`src/rtl/xbar_pkg.sv`:
```
// Shared crossbar types: burst encoding, field widths and the address-channel payload.
// No logic; types and constants only.
// Not applicable (no handshake in a package).
package xbar_pkg;

  localparam int ADDR_WIDTH = 32;
  localparam int ID_WIDTH   = 4;
  localparam int LEN_WIDTH  = 8;
  localparam int SIZE_WIDTH = 3;

  typedef enum logic [1:0] {
    BURST_FIXED = 2'b00,
    BURST_INCR  = 2'b01,
    BURST_WRAP  = 2'b10
  } burst_e;

  typedef struct packed {
    logic [ADDR_WIDTH-1:0] addr;
    logic [ID_WIDTH-1:0]   id;
    logic [LEN_WIDTH-1:0]  len;
    logic [SIZE_WIDTH-1:0] size;
    burst_e                burst;
  } addr_payload_t;

endpackage

```
`src/rtl/addr_decoder.sv`:
```
// Address decoder: maps an address onto a slave index using inclusive base/end ranges.
// Latency: purely combinational, zero cycles.
// No flow control; unmapped addresses fall back to slave 0.
module addr_decoder #(
  parameter int ADDR_WIDTH = 32,
  parameter int slaves     = 2,
  parameter logic [slaves-1:0][ADDR_WIDTH-1:0] address_map_base = {32'h1000_0000, 32'h0000_0000},
  parameter logic [slaves-1:0][ADDR_WIDTH-1:0] address_map_end  = {32'h1fff_ffff, 32'h0fff_ffff}
) (
  input  logic [ADDR_WIDTH-1:0]     i_addr,
  output logic [$clog2(slaves)-1:0] o_dest
);

  localparam int SLV_W = $clog2(slaves);

  logic w_hit;

  // First (lowest-index) matching range wins; no match leaves the default slave 0.
  always_comb begin
    o_dest = '0;
    w_hit  = 1'b0;
    for (int i = 0; i < slaves; i++) begin
      if (!w_hit && (i_addr >= address_map_base[i]) && (i_addr <= address_map_end[i])) begin
        o_dest = SLV_W'(i);
        w_hit  = 1'b1;
      end
    end
  end

endmodule

```
`src/rtl/addr_channel_demux.sv`:
```
// Routes one master address channel to one of N slave channels through a one-entry register slice.
// Latency: s_valid rises one cycle after the master handshake; full throughput to the same slave.
// Master stalls while the slice is held, on a slave switch with traffic outstanding, or at the outstanding limit.
module addr_channel_demux
  import xbar_pkg::*;
#(
  parameter int ADDR_WIDTH      = 32,
  parameter int ID_WIDTH        = 4,
  parameter int slaves          = 2,
  parameter int MAX_OUTSTANDING = 4,
  parameter logic [slaves-1:0][ADDR_WIDTH-1:0] address_map_base = {32'h1000_0000, 32'h0000_0000},
  parameter logic [slaves-1:0][ADDR_WIDTH-1:0] address_map_end  = {32'h1fff_ffff, 32'h0fff_ffff}
) (
  input  logic                                     ACLK,
  input  logic                                     ARESETn,
  input  logic [ADDR_WIDTH-1:0]                    m_addr,
  input  logic [ID_WIDTH-1:0]                      m_id,
  input  logic [LEN_WIDTH-1:0]                     m_len,
  input  logic [SIZE_WIDTH-1:0]                    m_size,
  input  logic [1:0]                               m_burst,
  input  logic                                     m_valid,
  output logic                                     m_ready,
  output logic [ADDR_WIDTH-1:0]                    s_addr,
  output logic [ID_WIDTH-1:0]                      s_id,
  output logic [LEN_WIDTH-1:0]                     s_len,
  output logic [SIZE_WIDTH-1:0]                    s_size,
  output logic [1:0]                               s_burst,
  output logic [slaves-1:0]                        s_valid,
  input  logic [slaves-1:0]                        s_ready,
  input  logic                                     resp_done,
  output logic [$clog2(MAX_OUTSTANDING+1)-1:0]     outstanding,
  output logic [$clog2(slaves)-1:0]                cur_slave
);

  localparam int SLV_W = $clog2(slaves);
  localparam int OUT_W = $clog2(MAX_OUTSTANDING + 1);

  typedef enum logic {
    ST_IDLE = 1'b0,
    ST_HOLD = 1'b1
  } state_e;

  state_e                r_state;
  logic [slaves-1:0]     r_s_valid;
  logic [SLV_W-1:0]      r_sel;
  logic [SLV_W-1:0]      r_cur_slave;
  logic [OUT_W-1:0]      r_outstanding;
  logic [ADDR_WIDTH-1:0] r_addr;
  logic [ID_WIDTH-1:0]   r_id;
  logic [LEN_WIDTH-1:0]  r_len;
  logic [SIZE_WIDTH-1:0] r_size;
  burst_e                r_burst;

  logic [SLV_W-1:0]      w_dest;
  logic                  w_s_fire;
  logic                  w_same_or_empty;
  logic                  w_below_limit;
  logic                  w_m_ready;
  logic                  w_m_hs;
  logic                  w_dec;

  addr_decoder #(
    .ADDR_WIDTH       (ADDR_WIDTH),
    .slaves           (slaves),
    .address_map_base (address_map_base),
    .address_map_end  (address_map_end)
  ) u_addr_decoder (
    .i_addr (m_addr),
    .o_dest (w_dest)
  );

  // Acceptance: slice free (or draining this cycle), no slave switch while responses are pending,
  // and room in the outstanding budget. Gated by reset so the master sees no ready during reset.
  assign w_s_fire        = (r_state == ST_HOLD) && s_ready[r_sel];
  assign w_same_or_empty = (r_outstanding == '0) || (w_dest == r_cur_slave);
  assign w_below_limit   = (r_outstanding < OUT_W'(MAX_OUTSTANDING));
  assign w_m_ready       = ARESETn && ((r_state == ST_IDLE) || w_s_fire) && w_same_or_empty && w_below_limit;
  assign w_m_hs          = m_valid && w_m_ready;
  // A completion with nothing outstanding is ignored so the counter never wraps.
  assign w_dec           = resp_done && (r_outstanding != '0);

  // Output slice FSM: load on master handshake, release on slave handshake, hold otherwise.
  always_ff @(posedge ACLK or negedge ARESETn) begin
    if (!ARESETn) begin
      r_state     <= ST_IDLE;
      r_s_valid   <= '0;
      r_sel       <= '0;
      r_cur_slave <= '0;
      r_addr      <= '0;
      r_id        <= '0;
      r_len       <= '0;
      r_size      <= '0;
      r_burst     <= BURST_FIXED;
    end else if (w_m_hs) begin
      r_state     <= ST_HOLD;
      r_s_valid   <= slaves'(1) << w_dest;
      r_sel       <= w_dest;
      r_cur_slave <= w_dest;
      r_addr      <= m_addr;
      r_id        <= m_id;
      r_len       <= m_len;
      r_size      <= m_size;
      r_burst     <= burst_e'(m_burst);
    end else if (w_s_fire) begin
      r_state     <= ST_IDLE;
      r_s_valid   <= '0;
    end
  end

  // Outstanding tracker: +1 per accepted request, -1 per completed transaction.
  always_ff @(posedge ACLK or negedge ARESETn) begin
    if (!ARESETn) begin
      r_outstanding <= '0;
    end else if (w_m_hs && !w_dec) begin
      r_outstanding <= r_outstanding + OUT_W'(1);
    end else if (!w_m_hs && w_dec) begin
      r_outstanding <= r_outstanding - OUT_W'(1);
    end
  end

  assign m_ready     = w_m_ready;
  assign s_valid     = r_s_valid;
  assign s_addr      = r_addr;
  assign s_id        = r_id;
  assign s_len       = r_len;
  assign s_size      = r_size;
  assign s_burst     = r_burst;
  assign outstanding = r_outstanding;
  assign cur_slave   = r_cur_slave;

endmodule

```
`config.mk`:
```
export PLATFORM = sky130hd
export DESIGN_NAME = addr_channel_demux
export DESIGN_NICKNAME = d
export VERILOG_FILES = /design/src/rtl/xbar_pkg.sv /design/src/rtl/addr_decoder.sv /design/src/rtl/addr_channel_demux.sv
export SDC_FILE = /design/constraint.sdc
export NUM_CORES = 1
export LEC_CHECK = 0
export BUFFER_PORTS_ARGS = -buffer_cell sky130_fd_sc_hd__buf_2
export CAP_MARGIN = 20
export CORE_UTILIZATION = 45
export CTS_CLUSTER_SIZE = 25
export DETAILED_ROUTE_END_ITERATION = 8
export PLACE_DENSITY = 0.78
export SETUP_SLACK_MARGIN = 0.4
export SYNTH_ARGS = -nofsm -noshare
export SYNTH_HDL_FRONTEND = slang
export SYNTH_SLANG_ARGS = --single-unit
```
`constraint.sdc`:
```
create_clock -name ACLK -period 6.6 [get_ports ACLK]
set_clock_uncertainty 0.2 [all_clocks]
set_input_delay 1.32 -clock ACLK [delete_from_list [all_inputs] [get_ports ACLK]]
set_output_delay 1.32 -clock ACLK [all_outputs]
set_load 0.05 [all_outputs]
```
# Word level (Yosys, flattened, before mapping)
# Cells that the tools add are included.
word_totals:
  register_bits: 56
  in_bits: 55
  output_inout_bits: 56
  wordCells: 50
classes:
  n_addsub: 2
  order_cmp: 6
  n_eq_ne: 1
  shifts: 1
  mux: 10
  n_bitwise: 1
  n_reduce_logical: 20
op_table:
  columns: ["operator", "count"]
  rows:
  - ["$ge A32 B1 Y1 const B", 1]
  - ["$ge A32 B29 Y1 const B", 1]
  - ["$le A32 B28 Y1 const B", 1]
  - ["$le A32 B29 Y1 const B", 1]
  - ["$logic_and A1 B1 Y1", 11]
  - ["$mux W1", 6]
  - ["$mux W3", 2]
  - ["$mux W2", 2]
  - ["$reduce_bool A2 Y1", 2]
  - ["$add A3 B1 Y3 const B", 1]
  - ["$logic_not A1 Y1", 3]
  - ["$logic_not A3 Y1", 1]
  - ["$lt A3 B3 Y1 const B", 1]
  - ["$reduce_bool A3 Y1", 1]
  - ["$sub A3 B1 Y3 const B", 1]
  - ["$logic_or A1 B1 Y1", 2]
  - ["$lt A1 B2 Y1 const B", 1]
  - ["$shl A1 B1 Y2 const A", 1]
  - ["$eq A1 B1 Y1", 1]
  - ["$not A1 Y1", 1]

# Longest topological paths before layout
# Gate-level depths: netlist (run 1).
logic_depth:
  ltp_word: 16
  mapped_depth: 12
  mapped_depth_nobuf: 10

# By module
# From an unflattened synthesis (run 1), not the netlist that was laid out.
unflattened:
  cells_unflattened: 137
  hier_area_um2: 2459.9
by_module_without_submodules:
  columns: ["module", "instances", "cells_per_inst", "area_per_inst_um2", "seq_area_each_um2"]
  rows:
  - ["addr_channel_demux", 1, 136, 2444.8, 1401.3]
  - ["addr_decoder", 1, 1, 15.0, 0.0]

# Worst setup path after synthesis (run 1)
# No wires, ideal clock.
synth_path:
  path_kind: "in2out"
  start: "in m_addr[31]"
  end: "out m_ready"
  t_arrival_ns: 3.498
  t_required_ns: 5.080
  setup_slack_ns: 1.582
  cell_stages: 4
  path_cell_list: "nor4b_4 > xnor2_1 > nor2_1 > nor4bb_1"
synth_via:
  elab_chain_len: 11
synth_lines:
  columns: ["element", "line", "rtl"]
  rows:
  - ["start, declared", "addr_channel_demux.sv:16", "input logic [ADDR_WIDTH-1:0] m_addr,"]
  - ["$ge A32 B1 Y1 / $le A32 B28 Y1 (equally long branches)", "addr_decoder.sv:23", "if (!w_hit && (i_addr >= address_map_base[i]) && (i_addr <= address_map_end[i])) begin"]
  - ["$logic_and A1 B1 Y1", "addr_decoder.sv:23", null]
  - ["$mux W1", "addr_decoder.sv:23", null]
  - ["$logic_not A1 Y1", "addr_decoder.sv:23", null]
  - ["$logic_and A1 B1 Y1", "addr_decoder.sv:23", null]
  - ["$logic_and A1 B1 Y1 (*)", "addr_decoder.sv:23", null]
  - ["$mux W1 (*)", "addr_decoder.sv:23", null]
  - ["$eq A1 B1 Y1 (*)", "addr_channel_demux.sv:75", "assign w_same_or_empty = (r_outstanding == '0) || (w_dest == r_cur_slave);"]
  - ["$logic_or A1 B1 Y1 (*)", "addr_channel_demux.sv:75", null]
  - ["$logic_and A1 B1 Y1 (*) (2 in series)", "addr_channel_demux.sv:77", "assign w_m_ready = ARESETn && ((r_state == ST_IDLE) || w_s_fire) && w_same_or_empty && w_below_limit;"]
  - ["end, declared", "addr_channel_demux.sv:22", "output logic m_ready,"]
# Mark *: on every way between the ends. The rest lies on a longest branch, timed or not.

# Worst setup path in the final report (run 1)
# Ends and elaborated chain as after synthesis.

==> results by stage, run 1 <==
Logic synthesis:
- The cell type contributing the most total cell area after synthesis is sky130_fd_sc_hd__dfrtp_1.
- After synthesis, the netlist uses 32 different library cells.
- The portion of synthesized cell area occupied by the leading cell type is 60.64%.
- The total of warnings raised by yosys is 0.
- The netlist area before placement is about 0.0023 mm2.
- The share of the yosys chip area belonging to registers is 60.64%.
- The average cell area after synthesis is 15.61 um2.
- Yosys attributes the largest share of cell area to sky130_fd_sc_hd__dfrtp_1 (61%), sky130_fd_sc_hd__mux2_2 (15%), sky130_fd_sc_hd__mux2_1 (9.7%).
- The number of nets handed over by synthesis was 205.
- In this run, synthesis produced a sequential element count of 56.
- The cell count after synthesis is approximately 150.

Floorplanning:
- The die covers 0.005426 mm2.
- In this run the vertical extent of the chip is 73.66 um.
- The core region is 0.004817 mm2.
- The initial utilization of the core area, before any placement, comes to 47.97%.
- 111 I/O pins were placed.
- The x dimension of the die is 73.66 um.
- Row generation in the floorplan step produced 25 rows.

Route:
- The ratio of routed vias to standard cells is 4.891.
- The first detailed-routing pass ran for 4 iterations.
- For this run, design rule violations remaining after detail routing come to 0.
- The detail route stage leaves a number of antenna-violating nets equal to 0.
- The average wire per cell in the routed design is approximately 13 um.
- The first routing iteration left 57 violations.
- Wires add up to approximately 4400 um.
- The detailed router placed 1,609 vias in this run.

Timing:
- For the final routed database, the setup TNS stands at 0 ps.
- The final max-slew violation count is 0.
- The remaining max-slew budget at the tightest pin is 50.48%.
- The highest attainable clock frequency is 234.4 MHz.
- The worst path needs 4266 ps of the cycle, external delays included.
- The hold violation count in the final report is 0.
- The fraction of the cycle the final worst path needs is between 60% and 70%.
- Setup repair after global routing left no endpoint under its margin.
- The transition time at the pin with the least slew margin is 737.2 ps.
- The final setup violation count is 0.

Critical path:
- The maximum fanout count along the critical path is 4.
- STA classifies the critical path endpoint as an output pin.
- For the worst setup path, the data required time is 5080 ps.
- The kind of launch point of the worst setup path is a primary input.
- The arrival time of the worst setup path is 2750 ps.
- The depth of the most critical reg-to-reg path is 9.
- The critical path is of the primary input to output pin type.

Hold path:
- The min-delay analysis places its worst path in the category flip-flop to flip-flop.
- The worst hold path stage count is 1.

Clock tree:
- The hold buffer count at CTS is 0.
- The longest clock path from root to sink contains 2 buffers.
- The buffer count from post-CTS setup fixing is 0.
- The clock net sink count is 56.
- The post-cts gate resize count is 0.
- The cell at the root of the clock tree is sky130_fd_sc_hd__clkbuf_8.
- The clock latency on the worst-skew pair is around 300 ps.
- The number of clock buffers inserted by TritonCTS is 5.
- TritonCTS built the clock tree.
- The H-tree was split into 2 levels.
- The clock-pin slew on the worst setup and hold paths is 80 ps.

Global routing:
- Summed over all layers, the global routing overflow is 0.
- The first global-routing pass estimated 6810 um of wire.
- The via count of the first global-routing pass came to 1,517.
- Global routing used 16.84% of the available tracks.
- The largest net degree at the start of global routing is a little over 50.
- The number of antenna violations at the first check in global routing is 0.

Cells and area:
- Relative to the synthesized area, the layout overhead comes to 29.51%.
- Leaving out fill and tap cells, the most frequent cell in the layout is sky130_fd_sc_hd__buf_2.
- The fraction of the core area covered by cells at the end of the flow is 62.13%.
- The layout has around 410 filler cells.
- The top cell types in the final layout, fill and taps aside, are sky130_fd_sc_hd__buf_2 (110), sky130_fd_sc_hd__dfrtp_1 (56), sky130_fd_sc_hd__mux2_2 (30).
- The finished layout holds 329 standard cells, fillers aside.
- The share of post-route cells with drive strength above 1 is 58.02%.
- The net count of the finished layout is 318.
- The antenna diode count is 0.

Run status:
- The run finished with clean final reports.

Flow run:
- Across the run, the number of max-cap violations was 0.

Place:
- The wire-length estimate of the detail-placed layout is 3309 um.
- Routability-driven placement finished with a final weighted congestion of just under 0.9.
- Including well taps, the total number of placed cells is 321.
- Buffers placed on the I/O ports in this run total 110.
==> through the flow <==
stage | setup WS, ps | hold slack, ps | area, um2
after detailed placement | 2333 | 276.3 | 2899
final | 2334 | 290.0 | 2993
after floorplan | 1582 | 452.7 | 2311
after global routing | 2263 | 315.8 | 2993
after global placement | 2342 | 270.2 | 2899
after CTS | 2327 | 296.2 | 2993
==> Yosys cell counts, drive strengths merged <==
cell	instances
o21ai	3
a21oi	2
ha	1
a22o	1
nand2b	1
fa	1
nor4bb	1
inv	2
and4b	1
xor2	2
nor2b	1
nor2	3
nor4b	1
buf	6
a221o	1
dfrtp	56
or3	1
mux2i	1
and3	1
nor3	1
nand2	4
mux2	50
o2bb2ai	1
o211ai	1
nand3b	1
xnor2	2
a32o	1
a21o	1
==> final timing paths <==
path,from,end,slack (ps)
max,m_addr[31],m_ready,2330
min,s_addr[19],s_addr[19],290
max reg2reg,cur_slave,outstanding[1],3670
min reg2reg,s_addr[19],s_addr[19],290
max in group asynchronous,ARESETn,s_addr[25],4610
min in group asynchronous,ARESETn,s_addr[14],760
==> flip-flops by register name, summed over array words and instances (netlist names) <==
name / cells
s_len: 8
s_addr: 32
r_state: 1
s_size: 3
outstanding: 3
s_burst: 2
cur_slave: 1
s_id: 4
s_valid: 2
==> layer usage <==
| metal | routed length (um) | vias to the layer above | global-route usage (%) |
|---|---|---|---|
| li1 | - | 752 | - |
| met1 | 1878 | 775 | 21.08 |
| met2 | 2147 | 75 | 27.12 |
| met3 | 348 | 7 | 4.938 |
| met4 | 66 | 0 | 7.479 |
| met5 | 0 | - | 0 |
==> cell type report <==
cell class,instances,area (um2),area share [%]
flip-flops and latches,56,1401,46.82
multi-input cells,84,840.8,28.09
repair buffers,112,565.5,18.90
clock buffers,7,86.33,2.885
well taps,67,83.83,2.801
clock inverters,1,7.507,0.2508
inverters,2,7.507,0.2508
==> critical path, stage by stage <==
cell	delay [ps]
sky130_fd_sc_hd__buf_2	120
sky130_fd_sc_hd__nor4b_4	360
sky130_fd_sc_hd__xnor2_1	240
sky130_fd_sc_hd__nor2_1	100
sky130_fd_sc_hd__nor4bb_1	290
sky130_fd_sc_hd__buf_2	310
==> cell families after synthesis <==
family | after synthesis | synth area share, %
compound gates | 11 | 4.007
xor+xnor | 4 | 1.516
fa+ha+maj | 2 | 1.408
buf+inv | 8 | 2.978
flops | 56 | 60.64
mux | 51 | 24.80
simple gates | 16 | 4.656
Power of run 1 is left out: the tool's default activity adds up to more than one toggle a clock period on the data nets, which glitch-free logic cannot reach.
==> inputs of run 2 (changes only) <==
--- a/config.mk
+++ b/config.mk
@@ -5,6 +5,7 @@
 export SDC_FILE = /design/constraint.sdc
 export NUM_CORES = 1
 export LEC_CHECK = 0
+export ABC_AREA = 1
 export BUFFER_PORTS_ARGS = -buffer_cell sky130_fd_sc_hd__buf_2
 export CAP_MARGIN = 20
 export CORE_UTILIZATION = 45
==> constraint.sdc (replaced) <==
create_clock -name ACLK -period 4.4 [get_ports ACLK]
set_clock_uncertainty 0.2 [all_clocks]
set_input_delay 0.88 -clock ACLK [delete_from_list [all_inputs] [get_ports ACLK]]
set_output_delay 0.88 -clock ACLK [all_outputs]
set_load 0.05 [all_outputs]
==> run 2 against run 1 <==
Critical path depth rose by 2; sequential share of layout area increased by 0.94 points; cell area decreased by 2.0%; cell count is 32% higher; critical endpoint unchanged; largest cell class unchanged.
==> results by stage, run 2 <==
Floorplanning:
- The number of ports placed on the die boundary is roughly 110.
- The core region is about 0.0048 mm2.
- The y dimension of the die is 73.37 um.
- From left edge to right edge, the die measures ~73 um.
- Once the floorplan was initialized, standard cells occupied 47.58% of the core.
- The number of placement rows is 25.
- The floorplan die area is about 0.0054 mm2.

Clock tree:
- At the later pin of the worst-skew pair, clock insertion delay measures 300 ps.
- The buffer count from post-CTS setup fixing is 0.
- The hold buffer count at CTS is 0.
- After clock tree synthesis, the clock-pin slew on the worst setup and hold paths is ~80 ps.
- The TritonCTS clock tree is done.
- The maximum level of the CTS H-tree is 2.
- After clock tree synthesis, the repair step resized 0 gates.
- The clock passes through at most 2 buffers.
- TritonCTS created 5 clock buffers.
- The cell at the root of the clock tree is sky130_fd_sc_hd__clkbuf_8.
- The clock net sink count is 56.

Timing:
- The total negative slack for setup checks is 0 ps.
- The fraction of the cycle the final worst path needs is about 65%.
- Setup repair after global routing left no endpoint under its margin.
- Counting I/O delays and the setup requirement, the final critical path takes 2854 ps.
- The hold violation count in the final report was 0.
- The highest attainable clock frequency is 350.4 MHz.
- Headroom to the max-slew limit came out at about 55%.
- The final max-slew violation count is 0.
- The transition time at the pin with the least slew margin is 675.3 ps.
- The final setup violation count is 0.

Logic synthesis:
- The xor and xnor area share after synthesis is 0.7642%.
- A synthesized cell averages 8.919 um2.
- During synthesis, Yosys emitted a total of 0 warnings.
- The share of synthesized area spent on multiplexers is less than 1%.
- The largest family of logic cells by synthesized area is simple AND/OR/NAND/NOR gates.
- The cell type contributing the most total cell area after synthesis is sky130_fd_sc_hd__dfrtp_1.
- Summing the areas of all compound-gate instances in the mapped netlist gives 1.419% of the synthesized area.
- Summed over its instances, the top area cell type makes up 61.14% of the synthesized netlist area.
- The cell count after synthesis is between 200 and 300.
- The flop and latch count out of synthesis is 56.
- The synthesized netlist devotes 28.55% of its cell area to simple gates.
- The most instantiated library cell after synthesis is sky130_fd_sc_hd__nand2_1.
- By count the netlist is led by sky130_fd_sc_hd__nand2_1 (159), sky130_fd_sc_hd__dfrtp_1 (56), sky130_fd_sc_hd__buf_6 (8), sky130_fd_sc_hd__inv_1 (8).
- The most used flip-flop cell after synthesis is sky130_fd_sc_hd__dfrtp_1.
- After Yosys synthesis, full adders, half adders and majority gates account for 1.419% of the synthesized area.
- The share of the yosys chip area belonging to registers is 61.14%.
- The post-synthesis cell type count is 19.
- Sorting the synthesized cells by area gives the leading types as sky130_fd_sc_hd__dfrtp_1 (61%), sky130_fd_sc_hd__nand2_1 (26%), sky130_fd_sc_hd__buf_6 (3.9%).
- The number of nets handed over by synthesis was between 300 and 400.
- In the synthesized netlist the async set-or-reset flop fraction comes to between 90% and 100%.
- In this run, synthesis inferred 0 flip-flops with an integrated enable.
- The cell area that synthesis handed to floorplanning was roughly 0.0023 mm2.

Cells and area:
- In the layout the commonest cells are sky130_fd_sc_hd__nand2_1 (159), sky130_fd_sc_hd__buf_2 (110), sky130_fd_sc_hd__dfrtp_1 (56).
- The fraction of the core area covered by cells at the end of the flow is between 60% and 70%.
- The most common cell after layout, fill and taps aside is sky130_fd_sc_hd__nand2_1.
- Summing all multi-input logic gate instances after layout gives 748.2 um2.
- Relative to the synthesized area, the layout overhead comes to 28.00%.
- The register with the most flip-flops in the layout has 32 of them.
- The count of nets after finishing is roughly 420.
- Counting the fill cells in the layout gives 451.
- The sequential standard cell area is 0.001401 mm2.
- In the final layout, the share of cells above drive strength 1 is 33.79%.
- The repair_antennas step left the layout with diodes totalling 0.
- The count of non-filler cells in the finished layout is roughly 430.

Flow run:
- The tool flagged a number of max-cap violations equal to 0.

Critical path:
- The signal on the critical path passes through buf_2, nor2_1, nand2_1, nand2_1, nand3_2, nand2_1, inv_1, buf_2.
- The cell family contributing the most delay on the critical path is simple AND/OR/NAND/NOR gates.
- The category of the most critical setup path is primary input to output pin.
- The most frequent cell on the critical path is sky130_fd_sc_hd__nand2_1.
- STA puts the critical path data required time at between 3000 and 4000 ps.
- The slowest stage cell on the critical path is sky130_fd_sc_hd__buf_2.
- STA classifies the critical path endpoint as an output pin.
- The critical path contains buffers and inverters numbering 3 combined.
- For this run, the slowest stage of the critical path takes 200 ps.
- The kind of launch point of the worst setup path is a primary input.
- The arrival time of the worst setup path is between 1500 and 2000 ps.
- The maximum fanout count along the critical path is 3.
- The worst register-to-register path has a setup slack of 2150 ps.

Place:
- The post-detailed-placement half-perimeter wirelength is 3272 um.
- The congestion estimate from routability-driven global placement came to 0.8039.
- Once placement completed, the tool counted placed cells totaling between 400 and 500.
- The number of input and output port buffers inserted is 110.

Run status:
- The flow ran to the end, and the final reports show no timing, DRC or antenna violations.

Global routing:
- The via count of the first global-routing pass is approximately 1,800.
- The first global-routing pass estimated 7569 um of wire.
- Entering global routing, the biggest net connects 57 pins.
- The global-route usage over all layers is a little under a fifth.
- The number of antenna violations at the first check in global routing was 0.
- The total overflow reported by the global router is 0.

Route:
- The ratio of routed vias to standard cells is 4.488.
- The routed layout has between 1,500 and 2,000 vias.
- The average wire per cell in the routed design is 10.75 um.
- For this run, design rule violations remaining after detail routing come to 0.
- The total length of routed wires is approximately 4700 um.
- The first-pass iteration count of the detailed router is 4.
- After the first detailed-routing iteration, the DRC count stood at 69.
- The final antenna-violating net count is 0.

Hold path:
- The classification of the worst-slack hold path is flip-flop to flip-flop.
-- run 2: cell count changes after synthesis, sizes merged, moves of 4 or more --
cell / delta
buf: +5
inv: +8
mux2: -49
nand2: +155
nand3: +4
-- run 2: cell type report --
cell class              count  area share, %
inverters                  10          1.279
clock buffers               8          3.070
multi-input cells         180          25.50
flip-flops and latches     56          47.76
repair buffers            113          19.53
well taps                  67          2.857
-- run 2: cell families after synthesis --
kind of cell / after synthesis
fa+ha+maj: 2
xor+xnor: 2
compound gates: 6
flops: 56
simple gates: 169
mux: 1
buf+inv: 21
-- run 2: worst min-delay path: stages (launching register included) --
cell	delay, ps
sky130_fd_sc_hd__dfrtp_1	340
sky130_fd_sc_hd__nand2_1	50
sky130_fd_sc_hd__nand2_1	50
-- run 2: routing by layer --
metal / vias to the layer above / routed length [um] / global-route usage, %
met5: - / 0 / 0
li1: 989 / - / -
met2: 66 / 2283 / 31.79
met1: 887 / 2050 / 22.62
met3: 6 / 295 / 4.938
met4: 0 / 35 / 3.846
-- run 2: worst paths after layout --
kind	start	end	depth (start not counted)
setup / recovery	m_addr[29]	m_ready	8
hold / removal	s_id[3]	s_id[3]	2
setup reg to reg	cur_slave	outstanding[2]	13
hold reg to reg	s_id[3]	s_id[3]	2
max in group asynchronous	ARESETn	s_addr[18]	2
min in group asynchronous	ARESETn	r_state	2
-- run 2: stage by stage --
stage	hold WS [ps]	setup WS (ps)	cell area, um2
after floorplan	300.4	1582	2292
after global placement	257.6	1562	2844
after detailed placement	260.0	1492	2844
after CTS	283.1	1529	2934
after global routing	294.3	1430	2934
final	278.0	1546	2934
Power of run 2 is left out for the same reason.
==> inputs of run 3 (changes only) <==
--- a/config.mk
+++ b/config.mk
@@ -8,10 +8,10 @@
 export ABC_AREA = 1
 export BUFFER_PORTS_ARGS = -buffer_cell sky130_fd_sc_hd__buf_2
 export CAP_MARGIN = 20
-export CORE_UTILIZATION = 45
+export CORE_UTILIZATION = 41
 export CTS_CLUSTER_SIZE = 25
 export DETAILED_ROUTE_END_ITERATION = 8
-export PLACE_DENSITY = 0.78
+export PLACE_DENSITY = 0.75
 export SETUP_SLACK_MARGIN = 0.4
 export SYNTH_ARGS = -nofsm -noshare
 export SYNTH_HDL_FRONTEND = slang
==> constraint.sdc (replaced) <==
create_clock -name ACLK -period 2.59 [get_ports ACLK]
set_clock_uncertainty 0.2 [all_clocks]
set_input_delay 0.518 -clock ACLK [delete_from_list [all_inputs] [get_ports ACLK]]
set_output_delay 0.518 -clock ACLK [all_outputs]
set_load 0.05 [all_outputs]
==> run 3 against run 2 <==
Non-clock buffer count is 5 higher; register-to-register slack got worse by 1700 ps; core utilization down 2.4 points; sequential share of layout area is 1.9 points lower; first-iteration DRC count shrank 5.8%; flip-flop and latch count stayed put; die area up 9.5%.
==> results by stage, run 3 (same netlist as run 2, synthesis figures left out) <==
Cells and area:
- The share of post-route cells with drive strength above 1 is 38.98%.
- The count of nets after finishing is ~430.
- The register with the most flip-flops in the layout has 32 of them.
- In the layout the commonest cells are sky130_fd_sc_hd__nand2_1 (158), sky130_fd_sc_hd__buf_2 (109), sky130_fd_sc_hd__dfrtp_1 (52).
- The most common cell after layout, fill and taps aside is sky130_fd_sc_hd__nand2_1.
- The number of antenna diodes in the final layout is 0.
- The number of filler instances in the final layout is a little over 500.
- The area used by multi-input combinational logic is 788.3 um2.
- The sequential standard cell area is about 0.0014 mm2.
- From synthesis to final layout, the design area changed by 33.79%.

Critical path:
- The maximum fanout count along the critical path is 3.
- In this design, the stage delay of the slowest critical-path cell is ~400 ps.
- STA puts the critical path data arrival time at 2120 ps.
- The required time reported for the critical path endpoint is 2580 ps.
- STA classifies the critical path endpoint as a flip-flop.
- The largest individual stage delay along the critical path comes from the cell sky130_fd_sc_hd__fa_2.
- STA classifies the critical path startpoint as a primary input.
- The critical path is of the primary input to flip-flop type.
- Setup slack on the worst reg-to-reg path comes out at about 500 ps.
- The signal on the critical path passes through buf_2, inv_6, nor2_4, nand2_1, nand2_1, nand3_2, nand3_2, inv_2, ha_4, inv_4, fa_2, mux2_4.
- Measured in cells, the most critical reg-to-reg path has a length of 11.

Place:
- Once detailed placement completed, the half-perimeter wirelength came to 3421 um.
- The global placement routability congestion is 0.8120.
- The number of input and output port buffers inserted is 110.

Clock tree:
- After clock tree synthesis, the clock-pin slew on the worst setup and hold paths is 90 ps.
- The number of clock buffers inserted by TritonCTS is 5.
- The cell at the root of the clock tree is sky130_fd_sc_hd__clkbuf_8.
- TritonCTS built the clock tree.
- The maximum level of the CTS H-tree is 2.
- CTS saw 56 sinks.
- The maximum count of clock buffers along a single path is 2.
- The later pin in the worst-skew pair is clocked with a latency of between 200 and 300 ps.

Timing:
- The final max-slew violation count is 0.
- Summed over all failing endpoints, the final setup total negative slack is 0 ps.
- At the pin with the least slew margin, the transition time is approximately 670 ps.
- The hold violation count in the final report is 0.
- The highest attainable clock frequency is 469.3 MHz.
- Hold timing on the final database bottoms out at a slack of 167.0 ps.
- The final critical path takes up 82.27% of the cycle.
- Setup violations remaining at the end of the flow were counted as 0.
- Setup repair after global routing could not meet its margin everywhere.
- The final critical-path required period is 2131 ps.
- Headroom to the max-slew limit came out at 55.35%.

Floorplanning:
- The die is 76.77 um wide.
- The y dimension of the die is roughly 77 um.
- The number of ports placed on the die boundary is between 100 and 150.
- In this run the standard cell core region covers 0.005238 mm2.
- For this configuration, the core starts out at a cell density of 43.76%.
- The die covers 0.005894 mm2.
- After floorplanning, the core was divided into 26 placement rows.

Route:
- Dividing the detail-routed via count by the number of cells gives between 4 and 5.
- The total number of vias is 2,000.
- The post-route DRC violation count is 0.
- Wires add up to 4964 um.
- The pre-antenna-repair detailed-routing pass consisted of 4 iterations.
- The first routing iteration left 65 violations.
- The detail route stage leaves a number of antenna-violating nets equal to 0.
- The average wire per cell in the routed design is 11.23 um.

Global routing:
- Global routing consumed, over all layers together, between 15 and 20% of the routing resources.
- The number of antenna violations at the first check in global routing is 0.
- The total overflow reported by the global router is 0.
- The via count of the first global-routing pass came to 1,929.
- The global-route wire length before repair is around 8500 um.
- The largest net degree at the start of global routing is 57.

Hold path:
- The classification of the worst-slack hold path is primary input to async pin.

Run status:
- The flow ran to the end, and the final reports show no timing, DRC or antenna violations.

Flow run:
- Across the run, the number of max-cap violations was 0.
run 3: stage by stage:
| step | util, % | std cells | area [um2] | setup slack, ps |
|---|---|---|---|---|
| after floorplan | - | 257 | 2340 | 240.9 |
| after global placement | 55.16 | 429 | 2889 | 204.7 |
| after detailed placement | 55.16 | 429 | 2889 | 149.6 |
| after CTS | 57.62 | 437 | 3018 | 402.8 |
| after global routing | 58.55 | 442 | 3067 | 387.1 |
| final | 58.55 | 442 | 3067 | 459.2 |
run 3: final timing paths:
kind,from,to
worst max-delay path,m_addr[28],outstanding[1]
worst min-delay path,ARESETn,s_addr[13]
worst max register to register,outstanding[1],outstanding[2]
worst min register to register,s_addr[21],s_addr[21]
max in group asynchronous,ARESETn,outstanding[0]
min in group ACLK,m_id[0],s_id[0]
run 3: layer usage:
| layer | up-vias | wire (um) | track usage [%] |
|---|---|---|---|
| met2 | 73 | 2338 | 30.71 |
| met3 | 4 | 348 | 3.690 |
| met5 | - | 0 | 0 |
| li1 | 1000 | - | - |
| met4 | 0 | 38 | 3.462 |
| met1 | 923 | 2239 | 23.10 |
run 3: area by class of cell:
class | instances | share of cell area [%]
flip-flops and latches | 56 | 45.86
inverters | 10 | 1.469
repair buffers | 118 | 19.99
multi-input cells | 180 | 25.70
clock inverters | 1 | 0.9792
well taps | 70 | 2.856
clock buffers | 7 | 3.142
run 3: what timing repair did:
action	4_1_cts	5_1_grt
hold buffers	0	0
endpoints found under the setup margin	1	3
gates cloned	0	0
hold endpoints to repair	0	0
gates resized for setup	1	3
pin swaps	0	4
setup buffers	0	5
run 3: worst max-delay path, delay by kind of cell:
kind | cells | cell delay, ps
AND/OR/NAND/NOR | 5 | 500
buffers and inverters | 4 | 250
multiplexers | 1 | 270
adder cells (fa/ha/maj) | 2 | 560
Power of run 3 is left out for the same reason.
